==> config.mk <==
export PLATFORM = sky130hd
export DESIGN_NAME = fetch_ctrl_flat
export DESIGN_NICKNAME = d
export VERILOG_FILES = /design/src/rtl/fetch_if.sv /design/src/rtl/fetch_ctrl.sv /design/src/flat_wrapper.sv
export SDC_FILE = /design/constraint.sdc
export NUM_CORES = 1
export LEC_CHECK = 0
export BUFFER_PORTS_ARGS = -buffer_cell sky130_fd_sc_hd__buf_2
export CAP_MARGIN = 10
export CORE_ASPECT_RATIO = 0.75
export CORE_UTILIZATION = 45
export CTS_BUF_LIST = sky130_fd_sc_hd__clkbuf_4
export DETAILED_ROUTE_END_ITERATION = 7
export PLACE_DENSITY = 0.75
export SETUP_SLACK_MARGIN = 0.1
export SLEW_MARGIN = 5
export SYNTH_ARGS = -nofsm -noshare
export SYNTH_HDL_FRONTEND = slang
export SYNTH_SLANG_ARGS = --single-unit
==> constraint.sdc <==
create_clock -name clk -period 6.1 [get_ports clk]
set_input_delay 0 -clock clk [delete_from_list [all_inputs] [get_ports clk]]
set_output_delay 0 -clock clk [all_outputs]
set_load 0.02 [all_outputs]
==> src/rtl/fetch_if.sv <==
// Fetch-stage bus: stall/branch requests in, registered PC and tagged-fetch status out.
// fetch_count/flush_count carry the optional performance counters.
interface fetch_if #(
  parameter int PC_W = 32
);
  logic            stall;
  logic            branch;
  logic [PC_W-1:0] branch_target;
  logic [PC_W-1:0] pc;
  logic            imem_flush;
  logic            fetch_valid;
  logic [PC_W-1:0] fetch_pc;
  logic            halted;
  logic [31:0]     fetch_count;
  logic [31:0]     flush_count;

  modport master (
    output stall, branch, branch_target,
    input  pc, imem_flush, fetch_valid, fetch_pc, halted, fetch_count, flush_count
  );

  modport slave (
    input  stall, branch, branch_target,
    output pc, imem_flush, fetch_valid, fetch_pc, halted, fetch_count, flush_count
  );
endinterface

==> src/rtl/fetch_ctrl.sv <==
// Fetch controller: drives the instruction-memory PC and tags its 1-cycle-latency output.
// Defining FETCH_PERF_EN builds saturating fetch/flush counters; otherwise both read 0.
//
// state  | meaning
// BOOT   | memory is sampling RESET_PC; nothing valid yet
// RUN    | sequential fetch, stall hold, branch redirect
// HALTED | pc reached HALT_PC; only rst leaves this state
module fetch_ctrl #(
  parameter int              PC_W     = 32,
  parameter logic [PC_W-1:0] RESET_PC = '0,
  parameter logic [PC_W-1:0] HALT_PC  = 255
) (
  input  logic clk,
  input  logic rst,
  fetch_if.slave bus
);

  typedef enum logic [1:0] {BOOT, RUN, HALTED} state_t;

  state_t          state, state_nxt;
  logic [PC_W-1:0] pc_q, pc_nxt;
  logic [PC_W-1:0] fpc_q, fpc_nxt;
  logic            fv_q, fv_nxt;

  always_ff @(posedge clk or posedge rst) begin
    if (rst) begin
      state <= BOOT;
      pc_q  <= RESET_PC;
      fpc_q <= RESET_PC;
      fv_q  <= 1'b0;
    end else begin
      state <= state_nxt;
      pc_q  <= pc_nxt;
      fpc_q <= fpc_nxt;
      fv_q  <= fv_nxt;
    end
  end

  always_comb begin
    state_nxt = state;
    pc_nxt    = pc_q;
    fpc_nxt   = fpc_q;
    fv_nxt    = fv_q;
    case (state)
      BOOT: begin
        state_nxt = RUN;
        if (bus.branch) begin
          pc_nxt = bus.branch_target;
          fv_nxt = 1'b0;
        end else begin
          fpc_nxt = RESET_PC;
          pc_nxt  = RESET_PC + PC_W'(1);
          fv_nxt  = 1'b1;
        end
      end
      RUN: begin
        // Memory clears its output on a flush, so the redirect costs one bubble.
        if (bus.branch) begin
          pc_nxt = bus.branch_target;
          fv_nxt = 1'b0;
        end else if (pc_q == HALT_PC) begin
          state_nxt = HALTED;
          fv_nxt    = 1'b0;
        end else if (!bus.stall) begin
          fpc_nxt = pc_q;
          pc_nxt  = pc_q + PC_W'(1);
          fv_nxt  = 1'b1;
        end
      end
      HALTED: begin
        fv_nxt = 1'b0;
      end
      default: begin
        state_nxt = BOOT;
      end
    endcase
  end

  assign bus.pc          = pc_q;
  assign bus.fetch_pc    = fpc_q;
  assign bus.fetch_valid = fv_q;
  assign bus.halted      = (state == HALTED);
  assign bus.imem_flush  = bus.branch;

`ifdef FETCH_PERF_EN
  logic        adv, br_acc;
  logic [31:0] fetch_cnt_q, flush_cnt_q;

  assign br_acc = bus.branch && (state != HALTED);
  assign adv    = !bus.branch && ((state == BOOT) ||
                  (state == RUN && pc_q != HALT_PC && !bus.stall));

  always_ff @(posedge clk or posedge rst) begin
    if (rst) begin
      fetch_cnt_q <= '0;
      flush_cnt_q <= '0;
    end else begin
      if (adv && fetch_cnt_q != 32'hFFFF_FFFF) fetch_cnt_q <= fetch_cnt_q + 32'd1;
      if (br_acc && flush_cnt_q != 32'hFFFF_FFFF) flush_cnt_q <= flush_cnt_q + 32'd1;
    end
  end

  assign bus.fetch_count = fetch_cnt_q;
  assign bus.flush_count = flush_cnt_q;
`else
  assign bus.fetch_count = '0;
  assign bus.flush_count = '0;
`endif

endmodule

==> src/flat_wrapper.sv <==
// flat-port wrapper written by rule: the top's interface ports become plain ports
module fetch_ctrl_flat 
#(
  parameter int              PC_W     = 32,
  parameter logic [PC_W-1:0] RESET_PC = '0,
  parameter logic [PC_W-1:0] HALT_PC  = 255
)
  (clk, rst, bus_stall, bus_branch, bus_branch_target, bus_pc, bus_imem_flush, bus_fetch_valid, bus_fetch_pc, bus_halted, bus_fetch_count, bus_flush_count);
  fetch_if #(.PC_W(PC_W)) bus_i ();
  input  logic clk;
  input  logic rst;
  input wire logic [$bits(bus_i.stall)-1:0] bus_stall;
  input wire logic [$bits(bus_i.branch)-1:0] bus_branch;
  input wire logic [$bits(bus_i.branch_target)-1:0] bus_branch_target;
  output wire logic [$bits(bus_i.pc)-1:0] bus_pc;
  output wire logic [$bits(bus_i.imem_flush)-1:0] bus_imem_flush;
  output wire logic [$bits(bus_i.fetch_valid)-1:0] bus_fetch_valid;
  output wire logic [$bits(bus_i.fetch_pc)-1:0] bus_fetch_pc;
  output wire logic [$bits(bus_i.halted)-1:0] bus_halted;
  output wire logic [$bits(bus_i.fetch_count)-1:0] bus_fetch_count;
  output wire logic [$bits(bus_i.flush_count)-1:0] bus_flush_count;
  assign bus_i.stall = bus_stall;
  assign bus_i.branch = bus_branch;
  assign bus_i.branch_target = bus_branch_target;
  assign bus_pc = bus_i.pc;
  assign bus_imem_flush = bus_i.imem_flush;
  assign bus_fetch_valid = bus_i.fetch_valid;
  assign bus_fetch_pc = bus_i.fetch_pc;
  assign bus_halted = bus_i.halted;
  assign bus_fetch_count = bus_i.fetch_count;
  assign bus_flush_count = bus_i.flush_count;
  fetch_ctrl #(.PC_W(PC_W), .RESET_PC(RESET_PC), .HALT_PC(HALT_PC)) u_core (.clk(clk), .rst(rst), .bus(bus_i));
endmodule
==> results.toml, run 1 <==
[worst_setup_path]
critPathKind = "flop to flop"
required_ns = 6.36
path_max_fanout = 64
arrival_ns = 3.30
cp-start-kind = "flop"
crit_path_end_kind = "flop"

[cts]
cts_setup_buffers = 0
cts.clk_slew.worst_paths_ns = 0.11
post_cts_resized = 0
cts_buffer_depth = 2
cts.sinks = 67
htree_levels = 3
cts_root_buf = "clkbuf_4"
cts_buffers = 9
cts_tree = "built"
clock_latency_ns = 0.42

[timing]
fin_skew_ns = 0.0184
min_period_over_period_pct = 49.8
max_slew_margin_pct = 27.7
tightest_slew_ns = 1.08
setup_violations = 0
max_freq_ghz = 0.329
rsz0062_at_grt = "false"
drv_slew = 0
finalSetupTns_ns = 0
final_hold_viol_count = 0
fin_crit_ns = 3.04

[floorplan]
die-area_um2 = 9730
num_rows = 30
die_w_um = 114
die_h_um = 85.7
fp.coreArea_um2 = 9050
io_pins = 167
start_util_pct = 46.5

[drt]
drtIter0Drc = 417
routed-via-count = 3972
post_drt_via_cell_ratio = 5.35
drc = 0
antenna_left = 0
routed_wl_um = 11500
drtPass1Iterations = 5
wl_per_cell_um = 15.5

[layout]
fin_nets = 653
post-route-cell-area_um2 = 4940
mostFrequentLayoutCells = "nand2_1, buf_2, dfrtp_1"
final_util_pct = 54.6
layout_commonest_cell = "nand2_1"
diodes = 0
drive_above_1_share_pct = 21.2
area_growth_pct = 17.4

[logic_synthesis]
ys_seq_area_share_pct = 39.9
yosys-top-cells-area = "dfrtp_1, buf_4, nand2_1"
synth-edff-count = 0
synth_cells = 498
syn_area_um2 = 4200
ys.warnings.count = 0
ys.flop_type = "dfrtp_1"
yosys_register_bits = 67
yosysTopAreaCell = "dfrtp_1"
avgSynthCellArea_um2 = 8.44
synth_cell_types = 56
synth_top_area_share_pct = 39.9
async_flop_share_pct = 100

[min_path]
hold_class = "primary input to flop"

[power_and_ir_drop]
total_power_mw = 1.18
powerDensity_nw_per_um2 = 240
ir_worst_vdd_mv = 0.0947
leakagePower_nw = 2.32

[global_routing]
grt_usage_pct = 24.0
overflow = 0
grt_start_max_net_pins = 68
grt_first_pass_wirelength_um = 18300
antenna_found_initial = 0
first_global_vias = 3551

[placed_design]
place_hpwl_um = 7620
gp_congestion = 0.857
placed_area_um2 = 4490
placement.io_buffers = 102

[outcome]
outcome = "finished clean"

[flow_run]
drv_cap = 0
==> report_power, final <==
part           switching (mW)  internal (mW)  total [mW]  leakage, nW
combinational           0.223          0.114       0.337         1.42
clock                   0.153          0.116       0.269       0.0642
sequential             0.0729          0.504       0.577        0.842
total                   0.450          0.734        1.18         2.32
==> flip-flops by register name (all words and copies together), names as in the netlist <==
signal / count
u_core.bus.fetch_valid: 1
u_core.bus.fetch_pc: 32
u_core.state: 2
u_core.bus.pc: 32
==> metal layers <==
layer | GRT usage [%] | up-vias | share of wire (%)
met3 | 5.58 | 14 | 8.8
met1 | 34.0 | 1859 | 44
met5 | 0 | - | 0
li1 | - | 1877 | -
met2 | 36.0 | 222 | 46
met4 | 8.61 | 0 | 0.89
==> through the flow <==
stage                     hold slack [ns]  cells  setup WS [ns]
after detailed placement            0.271    695           3.07
after global routing               0.0431    742           2.81
after global placement              0.279    695           3.31
after floorplan                     0.113    561           3.84
final                              0.0524    742           3.06
after CTS                          0.0135    742           3.11
==> final cells by class <==
type                       instances  area [um2]
clock buffer                       9        67.6
clock inverter                     5        46.3
fill                             821        4110
inverter                           8        30.0
multi-input combinational        387        2090
sequential                        67        1680
tap                              128         160
timing repair buffer             138         863
==> kinds of logic (layout without fill, tap and decap cells) <==
kind of cell,Yosys count,after routing,synth area share (%)
AO/OA/AOI/OAI,121,121,19.3
adder cells (fa/ha/maj),6,6,1.79
multiplexers,3,3,0.774
other,1,64,0.0892
flip-flops,67,67,39.9
buffers and inverters,107,160,16.1
AND/OR/NAND/NOR,193,193,22.1
==> path summary, 6_finish.rpt <==
check / from / to / slack [ns] / cells after the start
setup / recovery: u_core.state[1] / u_core.bus.fetch_pc[30] / 3.06 / 5
hold / removal: bus_branch_target[20] / u_core.bus.pc[20] / 0.05 / 4
setup reg to reg: u_core.state[1] / u_core.bus.fetch_pc[30] / 3.06 / 5
hold reg to reg: u_core.bus.fetch_valid / u_core.bus.fetch_valid / 0.51 / 1
max in group asynchronous: rst / u_core.state[0] / 5.13 / 4
min in group asynchronous: rst / u_core.bus.fetch_pc[15] / 0.35 / 4
==> critical path, stage by stage, from the launching register on <==
cell,delay [ns]
dfrtp_1,0.42
inv_1,0.12
ha_1,0.35
nor2b_1,0.68
o311a_2,1.03
o21ai_0,0.24
==> cell usage after synthesis, drive strengths merged, types with 3 or more instances <==
library cell    n
and3            8
a2bb2oi         3
nor2           11
nor3           10
o22a            3
a22oi           7
o31ai           5
nand3          18
inv             8
a32oi           3
nand2b          3
a21oi          16
nor4           16
ha              6
nand4           9
o21ai          45
buf            79
clkbuf         20
dfrtp          67
a32o            9
o31a            3
o311ai          4
and2            3
o211ai          7
o22ai           6
nand2         104
==> what timing repair did <==
action | 4_1_cts | 5_1_grt
hold endpoints to repair | 99 | 0
hold buffers | 33 | 0
endpoints found under the setup margin | 0 | 0
Power figures use the tool's default switching activity.
==> run 2, diff against run 1 <==
Settings changed: ABC_AREA from default to 1, PLACE_DENSITY 0.75 to 0.74.
Clock period 6.1 ns to 3 ns, I/O delays scaled along.
==> run 2 against run 1 <==
  * Combinational power grew to 4.3 times the previous value
  * Global-route usage is 0.40 points lower
  * Critical path type unchanged
  * First-iteration DRC count decreased by 24%
  * Cell area is 11% higher
==> results.toml, run 2 <==
[logic_synthesis]
yosysMostFrequentCell = "nand2_1"
synth-edff-count = 0
async_flop_share_pct = 100
synth_top_area_share_pct = 36.6
ys.warnings.count = 0
synth_common_cells = "nand2_1, dfrtp_1, buf_4, nor2_1, inv_1"
ys_seq_area_share_pct = 36.6
avgSynthCellArea_um2 = 6.55
yosys_register_bits = 67
synth_cells = 700
yosys-top-cells-area = "dfrtp_1, nand2_1, buf_4"
ys.flop_type = "dfrtp_1"
syn_area_um2 = 4580
yosysTopAreaCell = "dfrtp_1"
synth_cell_types = 25

[drt]
routed-via-count = 4436
wl_per_cell_um = 12.0
drtPass1Iterations = 6
antenna_left = 0
drc = 0
drtIter0Drc = 315
post_drt_via_cell_ratio = 4.57
routed_wl_um = 11600

[placed_design]
placement.io_buffers = 102
place_hpwl_um = 8280
place_ws_ns = 0.937
placed_area_um2 = 4980
gp_congestion = 0.934

[layout]
layout_commonest_cell = "nand2_1"
area_growth_pct = 19.3
nFillCells = 976
fin_nets = 877
mostFrequentLayoutCells = "nand2_1, buf_2, dfrtp_1"
diodes = 0
multi_input_area_um2 = 2370
regArea_um2 = 1680
drive_above_1_share_pct = 18.1
post-route-cell-area_um2 = 5470

[timing]
rsz0062_at_grt = "false"
setup_violations = 0
drv_slew = 0
fin_crit_ns = 2.09
holdWs_ns = 0.0268
final_hold_viol_count = 0
finalSetupTns_ns = 0
max_slew_margin_pct = 42.5
tightest_slew_ns = 0.863
min_period_over_period_pct = 69.8
fin_skew_ns = 0.0196
setup_slack_ns = 0.906
max_freq_ghz = 0.478

[worst_setup_path]
crit_path_end_kind = "flop"
cp-start-kind = "flop"
required_ns = 3.33
rrSetupSlack_ns = 0.91
critPathKind = "flop to flop"
path_max_fanout = 22
arrival_ns = 2.43

[outcome]
outcome = "finished clean"

[global_routing]
grt_first_pass_wirelength_um = 19500
first_global_vias = 3904
grt_usage_pct = 23.6
antenna_found_initial = 0
grt_start_max_net_pins = 68
overflow = 0

[floorplan]
io_pins = 167
die-area_um2 = 10600
fp.coreArea_um2 = 9770
die_w_um = 119
start_util_pct = 46.9
die_h_um = 89.4
num_rows = 31

[cts]
cts_root_buf = "clkbuf_4"
cts_tree = "built"
cts_setup_buffers = 0
post_cts_resized = 0
cts_hold_buf = 34
clock_latency_ns = 0.44
cts_buffer_depth = 2
cts.sinks = 67
cts.clk_slew.worst_paths_ns = 0.11
htree_levels = 3
cts_buffers = 9

[min_path]
hold_class = "primary input to flop"

[power_and_ir_drop]
powerDensity_nw_per_um2 = 663
leakagePower_nw = 3.13
ir_worst_vdd_mv = 0.350
total_power_mw = 3.63

[flow_run]
drv_cap = 0
[run 2: changes by cell type after synthesis, moves of 16 or more]
cell and change:
inv_1 +39, nand2_1 +236, nor4_1 -16, o21ai_1 -28, nor2_1 +44, nand3_1 +21
clkbuf_1 -17
[run 2: per-stage QoR]
stage / util, % / std cells
floorplan: - / 763
global placement: 51.0 / 922
detailed placement: 51.0 / 922
CTS: 56.0 / 971
global route: 56.0 / 971
finish: 56.0 / 971
[run 2: logic make-up after synthesis]
family,after synthesis,synth area share (%)
AO/OA/AOI/OAI,32,3.68
adder cells (fa/ha/maj),6,1.64
AND/OR/NAND/NOR,462,41.1
buffers and inverters,132,16.9
flip-flops,67,36.6
other,1,0.0818
[run 2: cell type report]
type                    count  area share [%]
well taps                 132            3.02
inverters                  49            3.36
repair buffers            144            16.9
flip-flops and latches     67            30.6
multi-input cells         564            43.4
clock buffers               9            1.24
clock inverters             6            1.49
[run 2: report_power, final]
group / switching (mW) / internal (mW) / leakage, nW
Combinational: 0.968 / 0.480 / 2.21
Clock: 0.340 / 0.328 / 0.0792
Sequential: 0.324 / 1.19 / 0.840
Total: 1.63 / 2.00 / 3.13
[run 2: worst paths after layout]
path	startpoint	end	depth (start not counted)
worst max-delay path	u_core.state[1]	u_core.bus.pc[6]	9
worst min-delay path	bus_stall	u_core.bus.fetch_pc[0]	6
worst max register to register	u_core.state[1]	u_core.bus.pc[6]	9
worst min register to register	u_core.bus.fetch_pc[8]	u_core.bus.fetch_pc[8]	2
max in group asynchronous	rst	u_core.bus.fetch_pc[22]	4
min in group asynchronous	rst	u_core.bus.fetch_pc[7]	4
[run 2: layer usage]
| layer | wire, um | vias to the layer above | global-route usage [%] |
|---|---|---|---|
| li1 | - | 2280 | - |
| met1 | 5730 | 1983 | 33.8 |
| met2 | 4900 | 162 | 35.7 |
| met3 | 888 | 11 | 5.29 |
| met4 | 101 | 0 | 7.25 |
| met5 | 0 | - | 0 |
[run 2: worst max-delay path, stage by stage, from the launching register on]
cell and delay (ns):
dfrtp_1 0.40, inv_1 0.09, ha_1 0.27, nand2_1 0.30, nor2_1 0.10, inv_1 0.12
nand3_2 0.31, buf_12 0.28, nand2_1 0.06, o21ai_0 0.07
